$ cat src/rtl/alu_pkg.sv
// rtl/alu_pkg.sv - opcode and FSM state types for the multi-cycle ALU
package alu_pkg;

  localparam int W_ALU_SEL = 3;

  typedef enum logic [W_ALU_SEL-1:0] {
    ALU_ADD    = 3'b000,
    ALU_SUB    = 3'b001,
    ALU_MUL    = 3'b010,
    ALU_DIV    = 3'b011,
    ALU_REM    = 3'b100,
    ALU_PASS_A = 3'b101
  } alu_op_e;

  typedef enum logic [1:0] {
    ST_IDLE = 2'd0,
    ST_CALC = 2'd1,
    ST_DONE = 2'd2
  } alu_state_e;

  // Unassigned opcodes fold onto PASS_A.
  function automatic alu_op_e decode_op(input logic [W_ALU_SEL-1:0] sel);
    case (sel)
      3'b000:  return ALU_ADD;
      3'b001:  return ALU_SUB;
      3'b010:  return ALU_MUL;
      3'b011:  return ALU_DIV;
      3'b100:  return ALU_REM;
      default: return ALU_PASS_A;
    endcase
  endfunction

endpackage

$ cat src/rtl/alu_divider.sv
// rtl/alu_divider.sv - unsigned restoring divider, one quotient bit per cycle
module alu_divider #(
  parameter int WIDTH = 8
) (
  input  logic             clk,
  input  logic             rstn,
  input  logic             start,
  input  logic [WIDTH-1:0] dividend,
  input  logic [WIDTH-1:0] divisor,
  output logic             done,
  output logic [WIDTH-1:0] quotient,
  output logic [WIDTH-1:0] remainder
);

  localparam int CW = $clog2(WIDTH);

  logic             busy_q;
  logic [CW-1:0]    cnt_q;
  logic [WIDTH-1:0] quo_q;
  logic [WIDTH-1:0] rem_q;
  logic [WIDTH-1:0] div_q;
  logic [WIDTH:0]   partial;
  logic [WIDTH:0]   trial;
  logic             fits;
  logic [WIDTH-1:0] rem_d;
  logic [WIDTH-1:0] quo_d;

  // Dividend bits shift out of quo_q's top while quotient bits shift in below.
  always_comb begin
    partial = {rem_q, quo_q[WIDTH-1]};
    trial   = partial - {1'b0, div_q};
    fits    = ~trial[WIDTH];
    rem_d   = fits ? trial[WIDTH-1:0] : partial[WIDTH-1:0];
    quo_d   = {quo_q[WIDTH-2:0], fits};
  end

  // done marks the cycle whose edge retires the last bit; outputs are that bit's result.
  assign done      = busy_q && (cnt_q == CW'(WIDTH - 1));
  assign quotient  = quo_d;
  assign remainder = rem_d;

  always_ff @(posedge clk or negedge rstn) begin
    if (!rstn) begin
      busy_q <= 1'b0;
      cnt_q  <= '0;
      quo_q  <= '0;
      rem_q  <= '0;
      div_q  <= '0;
    end else if (start) begin
      busy_q <= 1'b1;
      cnt_q  <= '0;
      quo_q  <= dividend;
      rem_q  <= '0;
      div_q  <= divisor;
    end else if (busy_q) begin
      quo_q <= quo_d;
      rem_q <= rem_d;
      cnt_q <= cnt_q + CW'(1);
      if (done) begin
        busy_q <= 1'b0;
      end
    end
  end

endmodule

$ cat src/rtl/alu_mc.sv
// rtl/alu_mc.sv - multi-cycle signed ALU with valid/ready handshake on both sides
module alu_mc #(
  parameter  int WIDTH     = 8,
  localparam int W_ALU_SEL = alu_pkg::W_ALU_SEL
) (
  input  logic                    clk,
  input  logic                    rstn,
  input  logic                    in_valid,
  output logic                    in_ready,
  input  logic signed [WIDTH-1:0] bus_a,
  input  logic signed [WIDTH-1:0] bus_b,
  input  logic [W_ALU_SEL-1:0]    alu_sel,
  output logic                    out_valid,
  input  logic                    out_ready,
  output logic signed [WIDTH-1:0] alu_out,
  output logic                    zero,
  output logic                    negative,
  output logic                    overflow,
  output logic                    div_zero
);

  import alu_pkg::*;

  localparam logic signed [WIDTH-1:0] MIN_VAL = {1'b1, {(WIDTH-1){1'b0}}};

  alu_state_e              state_q;
  logic                    in_ready_q;
  logic                    out_valid_q;
  logic signed [WIDTH-1:0] res_q;
  logic                    ovf_q;
  logic                    dz_q;
  logic                    is_rem_q;
  logic                    a_neg_q;
  logic                    b_neg_q;
  logic                    div_ovf_q;

  alu_op_e                   op;
  logic                      is_divrem;
  logic                      start_div;
  logic signed [WIDTH-1:0]   sum;
  logic signed [WIDTH-1:0]   diff;
  logic signed [2*WIDTH-1:0] prod;
  logic signed [WIDTH-1:0]   res_d;
  logic                      ovf_d;
  logic                      dz_d;
  logic [WIDTH-1:0]          a_abs;
  logic [WIDTH-1:0]          b_abs;
  logic                      div_done;
  logic [WIDTH-1:0]          div_quo;
  logic [WIDTH-1:0]          div_rem;
  logic [WIDTH-1:0]          quo_fix;
  logic [WIDTH-1:0]          rem_fix;

  assign op        = decode_op(alu_sel);
  assign is_divrem = (op == ALU_DIV) || (op == ALU_REM);
  assign start_div = in_valid && in_ready_q && is_divrem && (bus_b != '0);
  // -MIN_VAL wraps to the same pattern, which is exactly its unsigned magnitude.
  assign a_abs     = bus_a[WIDTH-1] ? WIDTH'(-bus_a) : bus_a;
  assign b_abs     = bus_b[WIDTH-1] ? WIDTH'(-bus_b) : bus_b;

  always_comb begin
    sum   = bus_a + bus_b;
    diff  = bus_a - bus_b;
    prod  = (2*WIDTH)'(bus_a) * (2*WIDTH)'(bus_b);
    res_d = '0;
    ovf_d = 1'b0;
    dz_d  = 1'b0;
    case (op)
      ALU_ADD: begin
        res_d = sum;
        ovf_d = (bus_a[WIDTH-1] == bus_b[WIDTH-1]) && (sum[WIDTH-1] != bus_a[WIDTH-1]);
      end
      ALU_SUB: begin
        res_d = diff;
        ovf_d = (bus_a[WIDTH-1] != bus_b[WIDTH-1]) && (diff[WIDTH-1] != bus_a[WIDTH-1]);
      end
      ALU_MUL: begin
        res_d = prod[WIDTH-1:0];
        ovf_d = prod[2*WIDTH-1:WIDTH-1] != {(WIDTH+1){prod[WIDTH-1]}};
      end
      ALU_DIV, ALU_REM: begin
        dz_d = 1'b1;
      end
      default: begin
        res_d = bus_a;
      end
    endcase
  end

  alu_divider #(.WIDTH(WIDTH)) u_divider (
    .clk       (clk),
    .rstn      (rstn),
    .start     (start_div),
    .dividend  (a_abs),
    .divisor   (b_abs),
    .done      (div_done),
    .quotient  (div_quo),
    .remainder (div_rem)
  );

  assign quo_fix = (a_neg_q ^ b_neg_q) ? WIDTH'(-div_quo) : div_quo;
  assign rem_fix = a_neg_q ? WIDTH'(-div_rem) : div_rem;

  always_ff @(posedge clk or negedge rstn) begin
    if (!rstn) begin
      state_q     <= ST_IDLE;
      in_ready_q  <= 1'b1;
      out_valid_q <= 1'b0;
      res_q       <= '0;
      ovf_q       <= 1'b0;
      dz_q        <= 1'b0;
      is_rem_q    <= 1'b0;
      a_neg_q     <= 1'b0;
      b_neg_q     <= 1'b0;
      div_ovf_q   <= 1'b0;
    end else begin
      case (state_q)
        ST_IDLE: begin
          if (in_valid) begin
            in_ready_q <= 1'b0;
            if (start_div) begin
              state_q   <= ST_CALC;
              is_rem_q  <= (op == ALU_REM);
              a_neg_q   <= bus_a[WIDTH-1];
              b_neg_q   <= bus_b[WIDTH-1];
              div_ovf_q <= (op == ALU_DIV) && (bus_a == MIN_VAL) && (&bus_b);
            end else begin
              state_q     <= ST_DONE;
              out_valid_q <= 1'b1;
              res_q       <= res_d;
              ovf_q       <= ovf_d;
              dz_q        <= dz_d;
            end
          end
        end
        ST_CALC: begin
          if (div_done) begin
            state_q     <= ST_DONE;
            out_valid_q <= 1'b1;
            res_q       <= is_rem_q ? rem_fix : quo_fix;
            ovf_q       <= div_ovf_q;
            dz_q        <= 1'b0;
          end
        end
        ST_DONE: begin
          if (out_ready) begin
            state_q     <= ST_IDLE;
            out_valid_q <= 1'b0;
            in_ready_q  <= 1'b1;
          end
        end
        default: begin
          state_q     <= ST_IDLE;
          out_valid_q <= 1'b0;
          in_ready_q  <= 1'b1;
        end
      endcase
    end
  end

  assign in_ready  = in_ready_q;
  assign out_valid = out_valid_q;
  assign alu_out   = res_q;
  assign overflow  = ovf_q;
  assign div_zero  = dz_q;
  assign zero      = (res_q == '0);
  assign negative  = res_q[WIDTH-1];

endmodule

$ cat config.mk
export PLATFORM = sky130hd
export DESIGN_NAME = alu_mc
export DESIGN_NICKNAME = d
export VERILOG_FILES = /design/src/rtl/alu_pkg.sv /design/src/rtl/alu_divider.sv /design/src/rtl/alu_mc.sv
export SDC_FILE = /design/constraint.sdc
export NUM_CORES = 1
export LEC_CHECK = 0
export CELL_PAD_IN_SITES_DETAIL_PLACEMENT = 0
export CELL_PAD_IN_SITES_GLOBAL_PLACEMENT = 1
export CORE_MARGIN = 4
export CORE_UTILIZATION = 31
export DETAILED_ROUTE_END_ITERATION = 12
export PLACE_DENSITY_LB_ADDON = 0.15
export SLEW_MARGIN = 40
export SYNTH_ARGS = -nofsm -noshare
export SYNTH_HDL_FRONTEND = slang
export SYNTH_SLANG_ARGS = --single-unit
$ cat constraint.sdc
create_clock -name clk -period 10 [get_ports clk]
set_input_delay 1.5 -clock clk [delete_from_list [all_inputs] [get_ports clk]]
set_output_delay 1.5 -clock clk [all_outputs]
set_load 0.005 [all_outputs]
Word-level counts from Yosys, hierarchy flattened
Cells that the tools add are included.
{"block": "totals", "input_bits": 23, "output_inout_bits": 14, "word_cells": 115, "regBits": 46}
{"block": "classes", "add_sub_neg": 8, "bitwise_logic": 3, "n_eq_ne": 21, "mul": 1, "n_mux": 44, "n_reduce_logical": 23}
{"cell": "$mux 8", "n": 13}
{"cell": "$neg 8->8", "n": 4}
{"cell": "$pmux 8 s4", "n": 1}
{"cell": "$mul 8x8->16", "n": 1}
{"cell": "$mux 1", "n": 16}
{"cell": "$pmux 8 s2", "n": 1}
{"cell": "$pmux 3 s5", "n": 1}
{"cell": "$eq 3x2->1 const B", "n": 4}
{"cell": "$eq 3x3->1 const B", "n": 3}
{"cell": "$pmux 1 s3", "n": 3}
{"cell": "$reduce_and 3->1", "n": 3}
{"cell": "$sub 9x8->9", "n": 1}
{"cell": "$add 8x8->8", "n": 1}
{"cell": "$eq 8x8->1 const B", "n": 1}
{"cell": "$logic_and 1x1->1", "n": 8}
{"cell": "$logic_not 8->1", "n": 1}
{"cell": "$mux 2", "n": 4}
{"cell": "$ne 2x2->1 const B", "n": 4}
{"cell": "$ne 8x8->1", "n": 1}
{"cell": "$reduce_and 4->1", "n": 2}
{"cell": "$reduce_and 8->1", "n": 1}
{"cell": "$reduce_bool 8->1", "n": 1}
{"cell": "$sub 8x8->8", "n": 1}
{"cell": "$eq 3x1->1 const B", "n": 2}
{"cell": "other kinds (15)", "n": 22}

Logic depth before layout (Yosys ltp)
Gate-level depths: netlist of the first run.
{"block": "logic_depth", "depth_word": 9, "mapped_depth": 21}

Modules after synthesis
A second synthesis of the first run with hierarchy kept.
{"block": "unflattened", "cells_unflattened": 809, "area_unflattened_um2": 6691.4}
{"module": "alu_mc", "cells_per_inst": 619, "area_each_um2": 4927.2, "instances": 1}
{"module": "alu_divider", "cells_per_inst": 190, "area_each_um2": 1764.2, "instances": 1}

Least setup slack after synthesis of the first run
Ideal clock, no wire load.
{"block": "synth_path", "kind": "input to register", "from": "in bus_a[7]", "to": "reg ovf_q (netlist: overflow)", "arrival_ns": 6.012, "path_stages": 16, "path_slack_ns": 3.858, "setup_ns": 0.130, "path_cell_list": "buf_1 > clkinv_1 > nor2_1 > fa_1 > inv_1 > fa_1 > fa_1 > fa_1 > inv_1 > ha_1 > a21o_1 > a2111oi_0 > a21oi_1 > xnor2_1 > o31ai_1 > a21oi_1"}
{"block": "synth_between", "elab_chain_len": 7, "word_cells_on_any_way": 14}
{"element": "start: declaration", "line_no": "alu_mc.sv:10", "rtl": "input logic signed [WIDTH-1:0] bus_a,"}
{"element": "branches (longest 3 deep; another with $mul 8x8->16)"}
{"element": "$pmux 1 s3 (*)", "line_no": "alu_mc.sv:68", "rtl": "case (op)"}
{"element": "$mux 1 (*)", "line_no": "alu_mc.sv:121", "rtl": "if (start_div) begin"}
{"element": "$mux 1 (*)", "line_no": "alu_mc.sv:119", "rtl": "if (in_valid) begin"}
{"element": "$pmux 1 s2 (*)", "line_no": "alu_mc.sv:117", "rtl": "case (state_q)"}
{"element": "end signal: assignment", "line_no": "alu_mc.sv:131", "rtl": "ovf_q <= ovf_d;"}
{"element": "end signal: assignment", "line_no": "alu_mc.sv:141", "rtl": "ovf_q <= div_ovf_q;"}
{"element": "end: declaration", "line_no": "alu_mc.sv:30", "rtl": "logic ovf_q;"}
Every way passes the cells marked *. The select of a mux whose other input is x is not followed.
A chain may end at the register's enable or synchronous reset.

Worst setup path in the final report of the first run
Same ends and word-level chain as after synthesis.

==> results of run 1 <==
==> metal layers <==
metal | wire [um] | track usage | part of all wire | vias to the layer above
met2 | 9090 | 0.279 | 0.47 | 120
met1 | 8820 | 0.227 | 0.46 | 2715
met4 | 679 | 0.0614 | 0.035 | 0
met3 | 781 | 0.0197 | 0.040 | 31
li1 | - | - | - | 2721
met5 | 0 | 0 | 0 | -
==> cell type report <==
class,instances,area [um^2],share of cell area
clock inverters,1,5.00,0.000679
flip-flops and latches,46,1150,0.156
inverters,121,454,0.0617
clock buffers,7,143,0.0194
well taps,275,344,0.0467
repair buffers,41,388,0.0527
multi-input cells,604,4880,0.662
==> kinds of logic (layout without fill, tap and decap cells) <==
logic type | count (synthesis) | count (layout)
flops | 46 | 46
mux | 23 | 23
simple gates | 251 | 251
fa+ha+maj | 117 | 117
buf+inv | 150 | 170
xor+xnor | 46 | 46
compound gates | 167 | 167
==> worst min-delay path by stage <==
| stage | startpoint | to | slack, ns | depth (start not counted) |
|---|---|---|---|---|
| after floorplan | div_ovf_q | div_ovf_q | 0.45 | 2 |
| after global placement | div_ovf_q | div_ovf_q | 0.48 | 2 |
| after detailed placement | div_ovf_q | div_ovf_q | 0.48 | 2 |
| after CTS | div_ovf_q | div_ovf_q | 0.50 | 2 |
| after global routing | div_zero | div_zero | 0.54 | 1 |
| final | alu_out[6] | alu_out[6] | 0.50 | 2 |
==> report_power, final <==
group	leakage, nW	total [mW]	switching (mW)	internal [mW]
combinational	2.66	1.71	0.981	0.729
clock	0.0739	0.176	0.0766	0.0995
sequential	0.558	0.376	0.0985	0.277
==> state kept, by name, summed over array words and instances, names as in the netlist, 2 cells and up <==
name	count
u_divider.cnt_q	3
u_divider.div_q	8
alu_out	8
u_divider.quo_q	8
u_divider.rem_q	8
state_q	2
==> critical path, delay by kind of cell <==
kind / cells / cell delay (ns)
fa+ha+maj: 5 / 2.45
compound gates: 5 / 0.91
simple gates: 2 / 0.51
xor+xnor: 1 / 0.23
buf+inv: 4 / 1.37
==> placed cells by master (no fill, tap or decap), types with 7 or more instances in the layout <==
cell             instances
mux2i_1                 19
o31ai_1                  7
o21ai_0                 32
ha_1                    59
inv_1                  118
a211oi_1                 9
nand2_1                 70
or3_1                    8
nand3_1                 15
clkdlybuf4s50_1         34
o21a_1                   8
nor2b_1                 14
xnor2_1                 34
fa_1                    58
xor2_1                  12
a21oi_1                 46
dfrtp_1                 45
nand2b_1                10
nor3_1                  12
nor2_1                  72
a21o_1                   8
and2_1                  15
a31oi_1                  7
==> metrics.md, run 1 <==
| Metric | Value |
|---|---|
| Hpwl dp | `15700 um` |
| Fmax | `146 MHz` |
| Non-Filler Instances | `1095` |
| WL final | `19400 um` |
| Layout cells sized above 1 | `0.0427` |
| Antenna violations before repair | `0` |
| Setup TNS | `0 ns` |
| Total GRT Usage | `0.168` |
| Synth area leader | `fa_1` |
| Routed Antenna Nets | `0` |
| CTS tree | `built` |
| Num rows | `53` |
| Num CTS Buffers | `5` |
| Vias/cell | `5.10` |
| FF-to-FF End | `alu_out[6]` |
| Final Cycle Share | `0.683` |
| Yosys reg bits | `46` |
| Ant diodes | `0` |
| Worst VDD drop | `177 uV` |
| Worst clock skew | `0.00754 ns` |
| Cell Area, Synth | `6610 um^2` |
| Synth Area in Simple Gates | `0.186` |
| Unique masters post-synth | `65` |
| Max-cap violations | `0` |
| Post-synth top cells | `inv_1 (118), nor2_1 (73), nand2_1 (70)` |
| Status | `finished, final reports clean` |
| Root buf cell | `clkbuf_16` |
| Hold buffer count at CTS | `0` |
| Critical-path cell list | `clkdlybuf4s50_1 > clkinv_1 > nor2_1 > fa_1 > inv_1 > fa_1 > fa_1 > fa_1 > inv_1 > ha_1 > a21o_1 > a2111oi_0 > a21oi_1 > xnor2_1 > nand3_1 > o31ai_1 > a21oi_1` |
| Worst Setup SP | `bus_a[7]` |
| Post-synth EDFFs | `0` |
| Worst slew pin tran | `0.724 ns` |
| Slew Limit Headroom | `0.516` |
| Final Hold Fails | `0` |
| Asr flop ratio synth | `1.00` |
| RSZ-0062 raised after global routing | `no` |
| Worst-path clk slew | `0.07 ns` |
| Setup crit end | `overflow` |
| Post-Synthesis Cells | `800` |
| DR iter-0 viols | `282` |
| Worst R2R Setup Slack | `5.87 ns` |
| Adder-cell share of the synthesized area | `0.287` |
| RD Place Congestion | `0.849` |
| DR vias | `5587` |
| Die area | `23700 um^2` |
| Top-count cell post-synth | `inv_1` |
| Fin. max-slew vios | `0` |
| WHS | `0.498 ns` |
| Worst-path fanout max | `13` |
| Post-CTS setup buffer count | `0` |
| Buffers on Ports | `36` |
| Crit-path max cell delay | `0.78 ns` |
| # resized after CTS | `0` |
| Class of the worst hold path | `reg2reg` |
| Routed WL per cell | `17.7 um` |
| Pwr Total | `2.26 mW` |
| Min Tclk post-route | `6.83 ns` |
| Clk Latency, worst-skew pair | `0.29 ns` |
| Worst path required time | `10.16 ns` |
| Final Cell Area | `7370 um^2` |
| Critical path launch point type | `input pin` |
| Placed cell count | `1087` |
| CP endpoint kind | `flop` |
| Syn-to-layout area delta | `11.5%` |
| Cell area power density | `307 nW/um^2` |
| Crit path kind | `in2reg` |
| Synth Area in Compound Gates | `0.164` |
| First-pass GRT wire length | `32000 um` |
| Top_reg_cell synth | `dfrtp_1` |
| Final Core Density | `0.350` |
| Die Width | `154 um` |
| Vias in the first global route | `5842` |
| Final #Nets | `959` |
| CP arrival | `6.99 ns` |
| Sequential-to-total area share from yosys stat | `0.174` |
| Most frequent CP cell | `fa_1` |
| Router iterations before antenna repair | `6` |
| Ports | `37` |
| Syn. warnings | `0` |
| Final setup vio count | `0` |
| Post-synth top area share | `0.176` |
| Path depth of the worst reg2reg path | `16` |
| Clk buf depth | `2` |
| Die Ht | `154 um` |
| Synth Area in XOR/XNOR | `0.0610` |
| Static leakage | `3.29 nW` |
| Main combinational cell family by area after synthesis | `adder cells` |
| Core box area | `21000 um^2` |
| Grt total ovfl | `0` |
| Syn_area_per_cell | `8.26 um^2` |
| # H-tree levels | `2` |
| Syn Nets | `940` |
| DR DRC count | `0` |
| Clock sink count | `46` |
| Initial core utilization | `0.314` |
| Multiplexer share of the synthesized area | `0.0390` |
| Critical R2R Launch | `u_divider.quo_q[7]` |
| DP Worst Slack | `2.87 ns` |
| Fillers | `2206` |
| Largest net degree at the start of global routing | `47` |
| Post-route worst setup slack | `3.17 ns` |
| Slowest cell on crit path | `clkdlybuf4s50_1` |
| Placed Area | `7220 um^2` |
| Largest cells by area after synthesis | `fa_1 (18%), dfrtp_1 (17%), ha_1 (11%)` |
No activity file was read; power rests on OpenSTA's default activity.
==> run 2, diff against run 1 <==
==> constraint.sdc (replaced) <==
create_clock -name clk -period 5.7 [get_ports clk]
set_input_delay 0.855 -clock clk [delete_from_list [all_inputs] [get_ports clk]]
set_output_delay 0.855 -clock clk [all_outputs]
set_load 0.005 [all_outputs]
==> run 2 against run 1 <==
Clock-buffer cell count did not move. Global-route usage rose by 0.65 points. Register-to-register slack got worse by 4.3 ns. Core utilization rose by 3.4 points. Routed wire length rose by 4.7%. Die area did not move. Non-clock buffer count rose by 85. Final cell count rose by 7.8%. Setup slack got worse by 2.9 ns. Critical path type unchanged. Largest power group unchanged.
==> metrics.md, run 2 (synthesis results as in run 1) <==
| Metric | Value |
|---|---|
| Max-cap violations | `0` |
| Clk buf depth | `2` |
| Placed cell count | `1170` |
| DR vias | `5849` |
| Syn-to-layout area delta | `22.2%` |
| # H-tree levels | `2` |
| DP Worst Slack | `-0.180 ns` |
| Worst path required time | `5.85 ns` |
| Worst-path fanout max | `5` |
| First-pass GRT wire length | `33100 um` |
| Largest net degree at the start of global routing | `47` |
| CTS tree | `built` |
| Num rows | `53` |
| Clk Latency, worst-skew pair | `0.29 ns` |
| Commonest non-fill, non-tap cell in the layout | `inv_1` |
| CP arrival | `5.58 ns` |
| Num CTS Buffers | `5` |
| WL final | `20300 um` |
| Fin. max-slew vios | `0` |
| Post-route worst setup slack | `0.274 ns` |
| DR DRC count | `0` |
| Hpwl dp | `17400 um` |
| Class of the worst hold path | `reg2reg` |
| WHS | `0.499 ns` |
| Final Hold Fails | `0` |
| Fmax | `184 MHz` |
| Ant diodes | `0` |
| Clock sink count | `46` |
| Worst VDD drop | `412 uV` |
| Routed WL per cell | `17.2 um` |
| Antenna violations before repair | `0` |
| Vias/cell | `4.96` |
| Non-Filler Instances | `1180` |
| Final Core Density | `0.384` |
| Root buf cell | `clkbuf_16` |
| DR iter-0 viols | `203` |
| Layout cells sized above 1 | `0.140` |
| Router iterations before antenna repair | `4` |
| Die Ht | `154 um` |
| Setup TNS | `0 ns` |
| Routed Antenna Nets | `0` |
| Total GRT Usage | `0.175` |
| Worst slew pin tran | `0.670 ns` |
| RSZ-0062 raised after global routing | `no` |
| Most frequent cells in the layout | `inv_1 (116), buf_4 (90), nor2_1 (70), nand2_1 (70)` |
| Vias in the first global route | `6066` |
| Ports | `37` |
| Worst-path clk slew | `0.07 ns` |
| Die area | `23700 um^2` |
| Final Cycle Share | `0.952` |
| Core box area | `21000 um^2` |
| Worst clock skew | `0.00567 ns` |
| Initial core utilization | `0.314` |
| Min Tclk post-route | `5.43 ns` |
| Buffers on Ports | `36` |
| RD Place Congestion | `0.911` |
| Cell area power density | `553 nW/um^2` |
| Status | `finished, final reports clean` |
| Grt total ovfl | `0` |
| Critical path launch point type | `input pin` |
| CP endpoint kind | `flop` |
| Die Width | `154 um` |
| Crit path kind | `in2reg` |
| Final #Nets | `1044` |
| Static leakage | `3.77 nW` |
| Final setup vio count | `0` |
| Slew Limit Headroom | `0.552` |
## run 2: changes by cell type in the layout (fill, tap and decap cells not counted), sizes merged
cell	change
dlymetal6s2s	+7
buf	+84
clkdlybuf4s50	-6
clkinv	-2
clkinvlp	+1
bufinv	+1
## run 2: layer usage
metal / share of wire / vias up / GRT usage / routed length (um)
met5: 0 / - / 0 / 0
met4: 0.028 / 0 / 0.0601 / 577
met3: 0.022 / 33 / 0.0169 / 437
met2: 0.49 / 83 / 0.300 / 9960
met1: 0.46 / 2841 / 0.231 / 9300
li1: - / 2892 / - / -
## run 2: final timing paths
kind,from,endpoint,slack (ns),cells past startpoint
min,alu_out[5],alu_out[5],0.50,2
max in group asynchronous,rstn,u_divider.quo_q[1],4.60,2
min reg2reg,alu_out[5],alu_out[5],0.50,2
max reg2reg,u_divider.quo_q[7],alu_out[4],1.58,17
max,bus_a[5],overflow,0.27,16
min in group asynchronous,rstn,u_divider.cnt_q[0],0.67,2
## run 2: area by class of cell
class,instances,area (um^2)
Fill cell,2146,12900
Multi-Input combinational cell,604,4900
Sequential cell,46,1150
Timing Repair Buffer,126,1050
Inverter,121,458
Tap cell,275,344
Clock buffer,7,143
Clock inverter,1,30.0
## run 2: what timing repair did
| item | CTS | global route |
|---|---|---|
| hold buffers | 0 | 0 |
| buffers inserted | 0 | 2 |
| gates resized for setup | 0 | 19 |
| setup endpoints to repair | 0 | 1 |
## run 2: stage by stage
stage | area (um^2) | power, mW
after floorplan | 6610 | 2.91
after global placement | 7840 | 3.96
after detailed placement | 7840 | 4.03
after CTS | 8010 | 4.42
after global routing | 8080 | 4.91
final | 8080 | 4.46
## run 2: where the power goes
group          internal (mW)  leakage [nW]  switching, mW
logic                   1.58          3.13           1.86
clock network          0.220        0.0841          0.137
registers              0.486         0.558          0.175
## run 2: worst max-delay path: stages
cell and delay, ns:
clkdlybuf4s50_1 0.52, ha_1 0.32, fa_1 0.57, inv_1 0.06
fa_1 0.51, fa_1 0.53, fa_1 0.55, inv_1 0.05
ha_1 0.25, or3_1 0.39, o22ai_1 0.14, xor2_1 0.26
buf_4 0.17, nand4b_1 0.12, o31ai_2 0.20, a21oi_1 0.09
